File: config.mk
export PLATFORM = sky130hd
export DESIGN_NAME = data_mux_arbiter_flat
export DESIGN_NICKNAME = d
export VERILOG_FILES = /design/src/rtl/data_mux_arbiter_if.sv /design/src/rtl/data_mux_arbiter.sv /design/src/flat_wrapper.sv
export SDC_FILE = /design/constraint.sdc
export NUM_CORES = 1
export LEC_CHECK = 0
export ABC_AREA = 0
export CORE_ASPECT_RATIO = 1.2
export CORE_MARGIN = 3
export CORE_UTILIZATION = 34
export DETAILED_ROUTE_END_ITERATION = 10
export PLACE_DENSITY = 0.76
export SLEW_MARGIN = 20
export SYNTH_ARGS = -nofsm -noshare
export SYNTH_HDL_FRONTEND = slang
export SYNTH_SLANG_ARGS = --single-unit
File: constraint.sdc
create_clock -name clk -period 2.1 [get_ports clk]
set_input_delay 0.21 -clock clk [delete_from_list [all_inputs] [get_ports clk]]
set_output_delay 0.21 -clock clk [all_outputs]
set_load 0.05 [all_outputs]
File: src/rtl/data_mux_arbiter_if.sv
// data_mux_arbiter_if
//   Bundles the per-channel request side and the single output stage of
//   data_mux_arbiter.
//   Parameters : DATA_WIDTH (beat width), MSEL_WIDTH (select width),
//                NO_CHANNEL (requester count, 2..2**MSEL_WIDTH)
//   Signals    : in_valid/in_data/in_last/in_ready - per-channel beat handshake
//                out_valid/out_ready/out_data/out_sel/out_last - output stage
//   Modports   : slave  - the arbiter (consumes requests, drives output stage)
//                master - the environment (drives requests, accepts output)
interface data_mux_arbiter_if #(
  parameter int unsigned DATA_WIDTH = 8,
  parameter int unsigned MSEL_WIDTH = 2,
  parameter int unsigned NO_CHANNEL = 2**MSEL_WIDTH
);
  logic [NO_CHANNEL-1:0] in_valid;
  logic [DATA_WIDTH-1:0] in_data [NO_CHANNEL];
  logic [NO_CHANNEL-1:0] in_last;
  logic [NO_CHANNEL-1:0] in_ready;
  logic                  out_valid;
  logic                  out_ready;
  logic [DATA_WIDTH-1:0] out_data;
  logic [MSEL_WIDTH-1:0] out_sel;
  logic                  out_last;

  modport slave (
    input  in_valid, in_data, in_last, out_ready,
    output in_ready, out_valid, out_data, out_sel, out_last
  );

  modport master (
    output in_valid, in_data, in_last, out_ready,
    input  in_ready, out_valid, out_data, out_sel, out_last
  );
endinterface

File: src/rtl/data_mux_arbiter.sv
// data_mux_arbiter
//   Round-robin arbiter that shares one data path between NO_CHANNEL
//   valid/ready requesters and registers the winning beat into a single
//   output stage (1-cycle latency, 1 beat/cycle under continuous out_ready).
//   Ports:
//     clk   - clock, all logic on the rising edge
//     rst_n - synchronous active-low reset
//     bus   - data_mux_arbiter_if.slave: per-channel in_valid/in_data/in_last/
//             in_ready and output out_valid/out_ready/out_data/out_sel/out_last
//   Optional build macro ARB_PKT_LOCK_EN: when defined the grant stays on a
//   channel from its first beat until it transfers a beat with in_last=1, and
//   the pointer advances per packet. When undefined the pointer advances per
//   beat and in_last is only passed through to out_last.
module data_mux_arbiter #(
  parameter int unsigned DATA_WIDTH = 8,
  parameter int unsigned MSEL_WIDTH = 2,
  parameter int unsigned NO_CHANNEL = 2**MSEL_WIDTH
) (
  input  logic             clk,
  input  logic             rst_n,
  data_mux_arbiter_if.slave bus
);

  logic [MSEL_WIDTH-1:0] ptr_q, ptr_d;
  logic                  out_valid_q;
  logic [DATA_WIDTH-1:0] out_data_q;
  logic [MSEL_WIDTH-1:0] out_sel_q;
  logic                  out_last_q;

  logic                  load;
  logic                  rr_vld;
  logic [MSEL_WIDTH-1:0] rr_idx;
  logic                  grant_vld;
  logic [MSEL_WIDTH-1:0] grant_idx;
  logic [DATA_WIDTH-1:0] sel_data;
  logic                  sel_last;
  logic [NO_CHANNEL-1:0] in_ready_w;
  logic                  xfer;
  logic                  unit_done;

`ifdef ARB_PKT_LOCK_EN
  typedef enum logic {
    ST_OPEN,
    ST_LOCKED
  } lock_state_e;

  lock_state_e           state_q, state_d;
  logic [MSEL_WIDTH-1:0] lock_ch_q, lock_ch_d;
`endif

  assign load = !out_valid_q || bus.out_ready;

  // Two-pass search: first channels at or above the pointer, then wrap to
  // the lowest requester below it. Only indices < NO_CHANNEL are ever chosen.
  always_comb begin
    rr_vld = 1'b0;
    rr_idx = '0;
    for (int unsigned j = 0; j < NO_CHANNEL; j++) begin
      if (!rr_vld && bus.in_valid[j] && (MSEL_WIDTH'(j) >= ptr_q)) begin
        rr_vld = 1'b1;
        rr_idx = MSEL_WIDTH'(j);
      end
    end
    for (int unsigned j = 0; j < NO_CHANNEL; j++) begin
      if (!rr_vld && bus.in_valid[j]) begin
        rr_vld = 1'b1;
        rr_idx = MSEL_WIDTH'(j);
      end
    end
  end

`ifdef ARB_PKT_LOCK_EN
  // While locked only the owning channel may be granted; if it drops
  // in_valid there is simply no grant and the lock is kept.
  always_comb begin
    grant_vld = rr_vld;
    grant_idx = rr_idx;
    if (state_q == ST_LOCKED) begin
      grant_vld = 1'b0;
      grant_idx = lock_ch_q;
      for (int unsigned j = 0; j < NO_CHANNEL; j++) begin
        if ((MSEL_WIDTH'(j) == lock_ch_q) && bus.in_valid[j]) begin
          grant_vld = 1'b1;
        end
      end
    end
  end
`else
  always_comb begin
    grant_vld = rr_vld;
    grant_idx = rr_idx;
  end
`endif

  always_comb begin
    sel_data = '0;
    sel_last = 1'b0;
    for (int unsigned j = 0; j < NO_CHANNEL; j++) begin
      if (grant_idx == MSEL_WIDTH'(j)) begin
        sel_data = bus.in_data[j];
        sel_last = bus.in_last[j];
      end
    end
  end

  always_comb begin
    in_ready_w = '0;
    for (int unsigned j = 0; j < NO_CHANNEL; j++) begin
      in_ready_w[j] = rst_n && load && grant_vld && (grant_idx == MSEL_WIDTH'(j));
    end
  end

  assign xfer = |(in_ready_w & bus.in_valid);

`ifdef ARB_PKT_LOCK_EN
  assign unit_done = sel_last;
`else
  assign unit_done = 1'b1;
`endif

  always_comb begin
    ptr_d = ptr_q;
    if (xfer && unit_done) begin
      if (grant_idx == MSEL_WIDTH'(NO_CHANNEL - 1)) begin
        ptr_d = '0;
      end else begin
        ptr_d = grant_idx + 1'b1;
      end
    end
  end

  always_ff @(posedge clk) begin
    if (!rst_n) begin
      ptr_q       <= '0;
      out_valid_q <= 1'b0;
      out_data_q  <= '0;
      out_sel_q   <= '0;
      out_last_q  <= 1'b0;
    end else begin
      ptr_q <= ptr_d;
      if (xfer) begin
        out_valid_q <= 1'b1;
        out_data_q  <= sel_data;
        out_sel_q   <= grant_idx;
        out_last_q  <= sel_last;
      end else if (bus.out_ready) begin
        out_valid_q <= 1'b0;
      end
    end
  end

`ifdef ARB_PKT_LOCK_EN
  always_comb begin
    state_d   = state_q;
    lock_ch_d = lock_ch_q;
    if (xfer) begin
      if (sel_last) begin
        state_d = ST_OPEN;
      end else begin
        state_d   = ST_LOCKED;
        lock_ch_d = grant_idx;
      end
    end
  end

  always_ff @(posedge clk) begin
    if (!rst_n) begin
      state_q   <= ST_OPEN;
      lock_ch_q <= '0;
    end else begin
      state_q   <= state_d;
      lock_ch_q <= lock_ch_d;
    end
  end
`endif

  assign bus.in_ready  = in_ready_w;
  assign bus.out_valid = out_valid_q;
  assign bus.out_data  = out_data_q;
  assign bus.out_sel   = out_sel_q;
  assign bus.out_last  = out_last_q;

endmodule

File: src/flat_wrapper.sv
// flat-port wrapper written by rule: the top's interface ports become plain ports
module data_mux_arbiter_flat 
#(
  parameter int unsigned DATA_WIDTH = 8,
  parameter int unsigned MSEL_WIDTH = 2,
  parameter int unsigned NO_CHANNEL = 2**MSEL_WIDTH
)
  (clk, rst_n, bus_in_valid, bus_in_data, bus_in_last, bus_out_ready, bus_in_ready, bus_out_valid, bus_out_data, bus_out_sel, bus_out_last);
  data_mux_arbiter_if #(.DATA_WIDTH(DATA_WIDTH), .MSEL_WIDTH(MSEL_WIDTH), .NO_CHANNEL(NO_CHANNEL)) bus_i ();
  input  logic clk;
  input  logic rst_n;
  input wire logic [$bits(bus_i.in_valid)-1:0] bus_in_valid;
  input wire logic [$bits(bus_i.in_data)-1:0] bus_in_data;
  input wire logic [$bits(bus_i.in_last)-1:0] bus_in_last;
  input wire logic [$bits(bus_i.out_ready)-1:0] bus_out_ready;
  output wire logic [$bits(bus_i.in_ready)-1:0] bus_in_ready;
  output wire logic [$bits(bus_i.out_valid)-1:0] bus_out_valid;
  output wire logic [$bits(bus_i.out_data)-1:0] bus_out_data;
  output wire logic [$bits(bus_i.out_sel)-1:0] bus_out_sel;
  output wire logic [$bits(bus_i.out_last)-1:0] bus_out_last;
  assign bus_i.in_valid = bus_in_valid;
  assign bus_i.in_data = {>>{bus_in_data}};
  assign bus_i.in_last = bus_in_last;
  assign bus_i.out_ready = bus_out_ready;
  assign bus_in_ready = bus_i.in_ready;
  assign bus_out_valid = bus_i.out_valid;
  assign bus_out_data = bus_i.out_data;
  assign bus_out_sel = bus_i.out_sel;
  assign bus_out_last = bus_i.out_last;
  data_mux_arbiter #(.DATA_WIDTH(DATA_WIDTH), .MSEL_WIDTH(MSEL_WIDTH), .NO_CHANNEL(NO_CHANNEL)) u_core (.clk(clk), .rst_n(rst_n), .bus(bus_i));
endmodule
==> results of run 1 <==
==> metrics by stage <==
| stage | instances | area (um2) | total power [mW] | hold WS, ns | setup WS, ns |
|---|---|---|---|---|---|
| 2_1_floorplan | 122 | 1065 | 1.055 | 0.3613 | -0.02645 |
| 3_3_place_gp | 230 | 1866 | 1.456 | 0.4469 | -0.5327 |
| 3_5_place_dp | 230 | 1866 | 1.483 | 0.4721 | -0.6765 |
| 4_1_cts | 238 | 1987 | 1.759 | 0.4876 | -0.01465 |
| 5_1_grt | 244 | 2085 | 1.973 | 0.5147 | -0.2134 |
| 6_report | 244 | 2085 | 1.869 | 0.4813 | -0.1046 |
==> placed cells by master (no fill, tap or decap), types with 2 or more instances in the layout <==
| cell | netlist | final |
|---|---|---|
| dlygate4sd2_1 | 0 | 3 |
| inv_1 | 16 | 14 |
| dfxtp_1 | 14 | 12 |
| a21oi_1 | 10 | 9 |
| o22ai_2 | 0 | 2 |
| clkbuf_4 | 0 | 3 |
| ha_4 | 0 | 2 |
| nor2_1 | 6 | 2 |
| nor2_2 | 0 | 2 |
| nor2_4 | 0 | 2 |
| mux2i_1 | 10 | 10 |
| o211ai_1 | 10 | 10 |
| a21o_1 | 2 | 2 |
| o21ai_2 | 10 | 11 |
| clkdlybuf4s50_1 | 0 | 51 |
| nand2b_1 | 2 | 2 |
| buf_6 | 1 | 5 |
| a221oi_1 | 9 | 9 |
| buf_12 | 1 | 6 |
| buf_4 | 1 | 27 |
| nor2b_2 | 0 | 3 |
==> how the worst min path moves through the flow <==
stage                          startpoint                    end  slack [ns]
floorplan                           rst_n  u_core.bus.out_sel[1]        0.36
global placement    u_core.bus.out_sel[1]  u_core.bus.out_sel[1]        0.45
detailed placement  u_core.bus.out_sel[1]  u_core.bus.out_sel[1]        0.47
CTS                 u_core.bus.out_sel[1]  u_core.bus.out_sel[1]        0.49
global route        u_core.bus.out_sel[0]  u_core.bus.out_sel[0]        0.51
finish              u_core.bus.out_sel[1]  u_core.bus.out_sel[1]        0.48
==> worst min-delay path, stage by stage (launching register included) <==
cell     delay, ns
dfxtp_1       0.32
nand2_1       0.05
mux2i_1       0.07
==> state kept, by name, summed over array words and instances (netlist names) <==
signal and count:
u_core.bus.out_data 8, u_core.bus.out_last 1, u_core.bus.out_sel 2, u_core.bus.out_valid 1
u_core.ptr_q 2
==> cell type report <==
cell class                 count  area (um2)  share of cell area (%)
clock buffer                   4       36.28                   1.741
sequential                    14       285.3                   13.69
timing repair buffer          93       920.9                   44.18
inverter                      16       62.56                   3.001
tap                           34       42.54                   2.041
multi-input combinational     83       737.0                   35.35
==> power breakdown <==
group | switching [mW] | internal [mW]
clock network | 0.0844 | 0.105
registers | 0.0471 | 0.337
logic | 0.695 | 0.600
==> repair_timing <==
action                                  in CTS  in global routing
buffers inserted                             4                  6
cloned                                       0                  1
pin swaps                                   12                 10
endpoints found under the setup margin      18                 18
gates resized for setup                     18                 16
==> layer usage <==
metal / track usage (%) / vias to the layer above / wire (um)
met5: 0 / - / 0
met4: 6.231 / 0 / 19
met3: 1.357 / 2 / 181
met2: 37.72 / 51 / 2277
met1: 20.02 / 595 / 1479
li1: - / 625 / -
==> kinds of logic (layout without fill, tap and decap cells) <==
kind of cell    count (synthesis)  count (layout)
flops                          14              14
fa+ha+maj                       3               3
compound gates                 51              51
buf+inv                        25             113
mux                            10              10
simple gates                   19              19
==> metrics.txt, run 1 <==
outcome finished, violations left; failing checks negative setup slack; GRT Overall Usage 18.69%; Area contributors post-synth dfxtp_1, mux2i_1, o21ai_2; vias in the first global route 1,273; fin util 72.78%; commonest cells in the netlist inv_1, dfxtp_1; CP peak stage delay 0.34 ns; Seq cells post-synth 14; Netlist Area Pre-Place 1049 um2; Placer Congestion 0.8094; Worst R2R Setup Slack -0.10 ns; post-DP HPWL 2840 um; Mapped Nets 168; crit path launch type flip-flop; share of cells above drive strength 1 37.14%; pwr dens 896.4 nW/um2; Worst Setup EP u_core.bus.out_data[5]; Buf/Inv on CP 3; Hold Fails Final Rpt 0; Final Setup Violations 13; number of synthesized flops with an enable pin 0; H-tree levels 1; CP Class reg -> reg; port bufs 58; Crit Path Max Fanout 4; Initial Util 36.61%; TritonCTS clock tree built; vias per std cell 5.217; Final Slew Violations 0; Chip Height 66.83 um; Crit path required time 2.31 ns; Setup crit end kind flip-flop; Crit-path slowest cell dfxtp_2; Worst Setup SP u_core.ptr_q[0]; Mapped Cells 122; Remaining DRCs 0; Layout Nets 257; final WL 3956 um; r2r worst-path depth 10; max cap viols 0; initial DRC count 43; post-route worst setup slack -0.1046 ns; synth-to-layout area growth 98.81%; FF-to-FF End u_core.bus.out_data[5]; CP Data Arrival Time 2.42 ns; # clock sinks 14; Compound-Gate Fraction of Synth Area 37.11%; Rel. slew slack 66.03%; Crit path depth 10; Yosys top cell area share 26.73%; XOR/XNOR Fraction of Synth Area 0%; VDD IR max 0.4956 mV; simple-gate portion of the synthesized area 11.34%; Hold Path Class reg -> reg; Avg WL per Cell 16.21 um; largest family of logic cells by synthesized area compound AO/OA/AOI/OAI gates; mux share of post-synthesis cell area 9.547%; crit share post-route 105.0%; Max Fclk 0.4536 GHz; cts hold-fix bufs 0; Fin Setup TNS -0.9630 ns; First-pass DRT Iterations 4; Routed Antenna Nets 0; Seq/Total Area, Yosys 26.73%; Hold Path Depth 2; Worst-Skew Late Latency 0.27 ns; largest net degree at the start of global routing 20; global-route wire length before repair 5589 um; Netlist cell types 33; Clock transition at path regs 0.08 ns; Num CTS Buffers 3; Main synth FF type dfxtp_1; RSZ-0062 raised after global routing true; via count 1,273; Die Area 3789 um2; die width 56.70 um; final setup skew 0.002431 ns; leading cell type by number of instances after synthesis inv_1; GRT overflow 0; n_diodes 0; core area 2864 um2; # rows 21; I/O pins 59; delay-heaviest family, CP compound AO/OA/AOI/OAI gates; Avg Cell Area, Syn 8.594 um2; Final min period 2.205 ns; Adder-Cell Fraction of Synth Area 3.580%; LEAKAGE 0.8796 nW; # fillers 211; Yosys top cell by area dfxtp_1; antenna violations before repair 0; Clock Path Buffers 2; fraction of registers with async set/reset 0%; Critical Path, Cell by Cell o221a_2, o22ai_2, inv_1, ha_2, a222oi_1, a21boi_4, buf_6, buf_12, o211ai_1, o21ai_2; CTS root buf clkbuf_4; FF-to-FF Start u_core.ptr_q[0]; worst slew pin tran 0.5080 ns; number of synthesis warnings 0
No activity file was read; power rests on OpenSTA's default activity.
==> inputs of run 2 (changes only) <==
--- a/config.mk
+++ b/config.mk
@@ -6,6 +6,7 @@
 export NUM_CORES = 1
 export LEC_CHECK = 0
 export ABC_AREA = 0
+export ABC_CLOCK_PERIOD_IN_PS = 2100
 export CORE_ASPECT_RATIO = 1.2
 export CORE_MARGIN = 3
 export CORE_UTILIZATION = 34
==> results of run 2 <==
Same layout as run 1: the final DEF is identical, and so are final timing and power.
==> inputs of run 3 (changes only) <==
--- a/config.mk
+++ b/config.mk
@@ -11,6 +11,7 @@
 export CORE_MARGIN = 3
 export CORE_UTILIZATION = 34
 export DETAILED_ROUTE_END_ITERATION = 10
+export GPL_ROUTABILITY_DRIVEN = 0
 export PLACE_DENSITY = 0.76
 export SLEW_MARGIN = 20
 export SYNTH_ARGS = -nofsm -noshare
==> results of run 3 <==
Same layout as run 1: the final DEF is identical, and so are final timing and power.
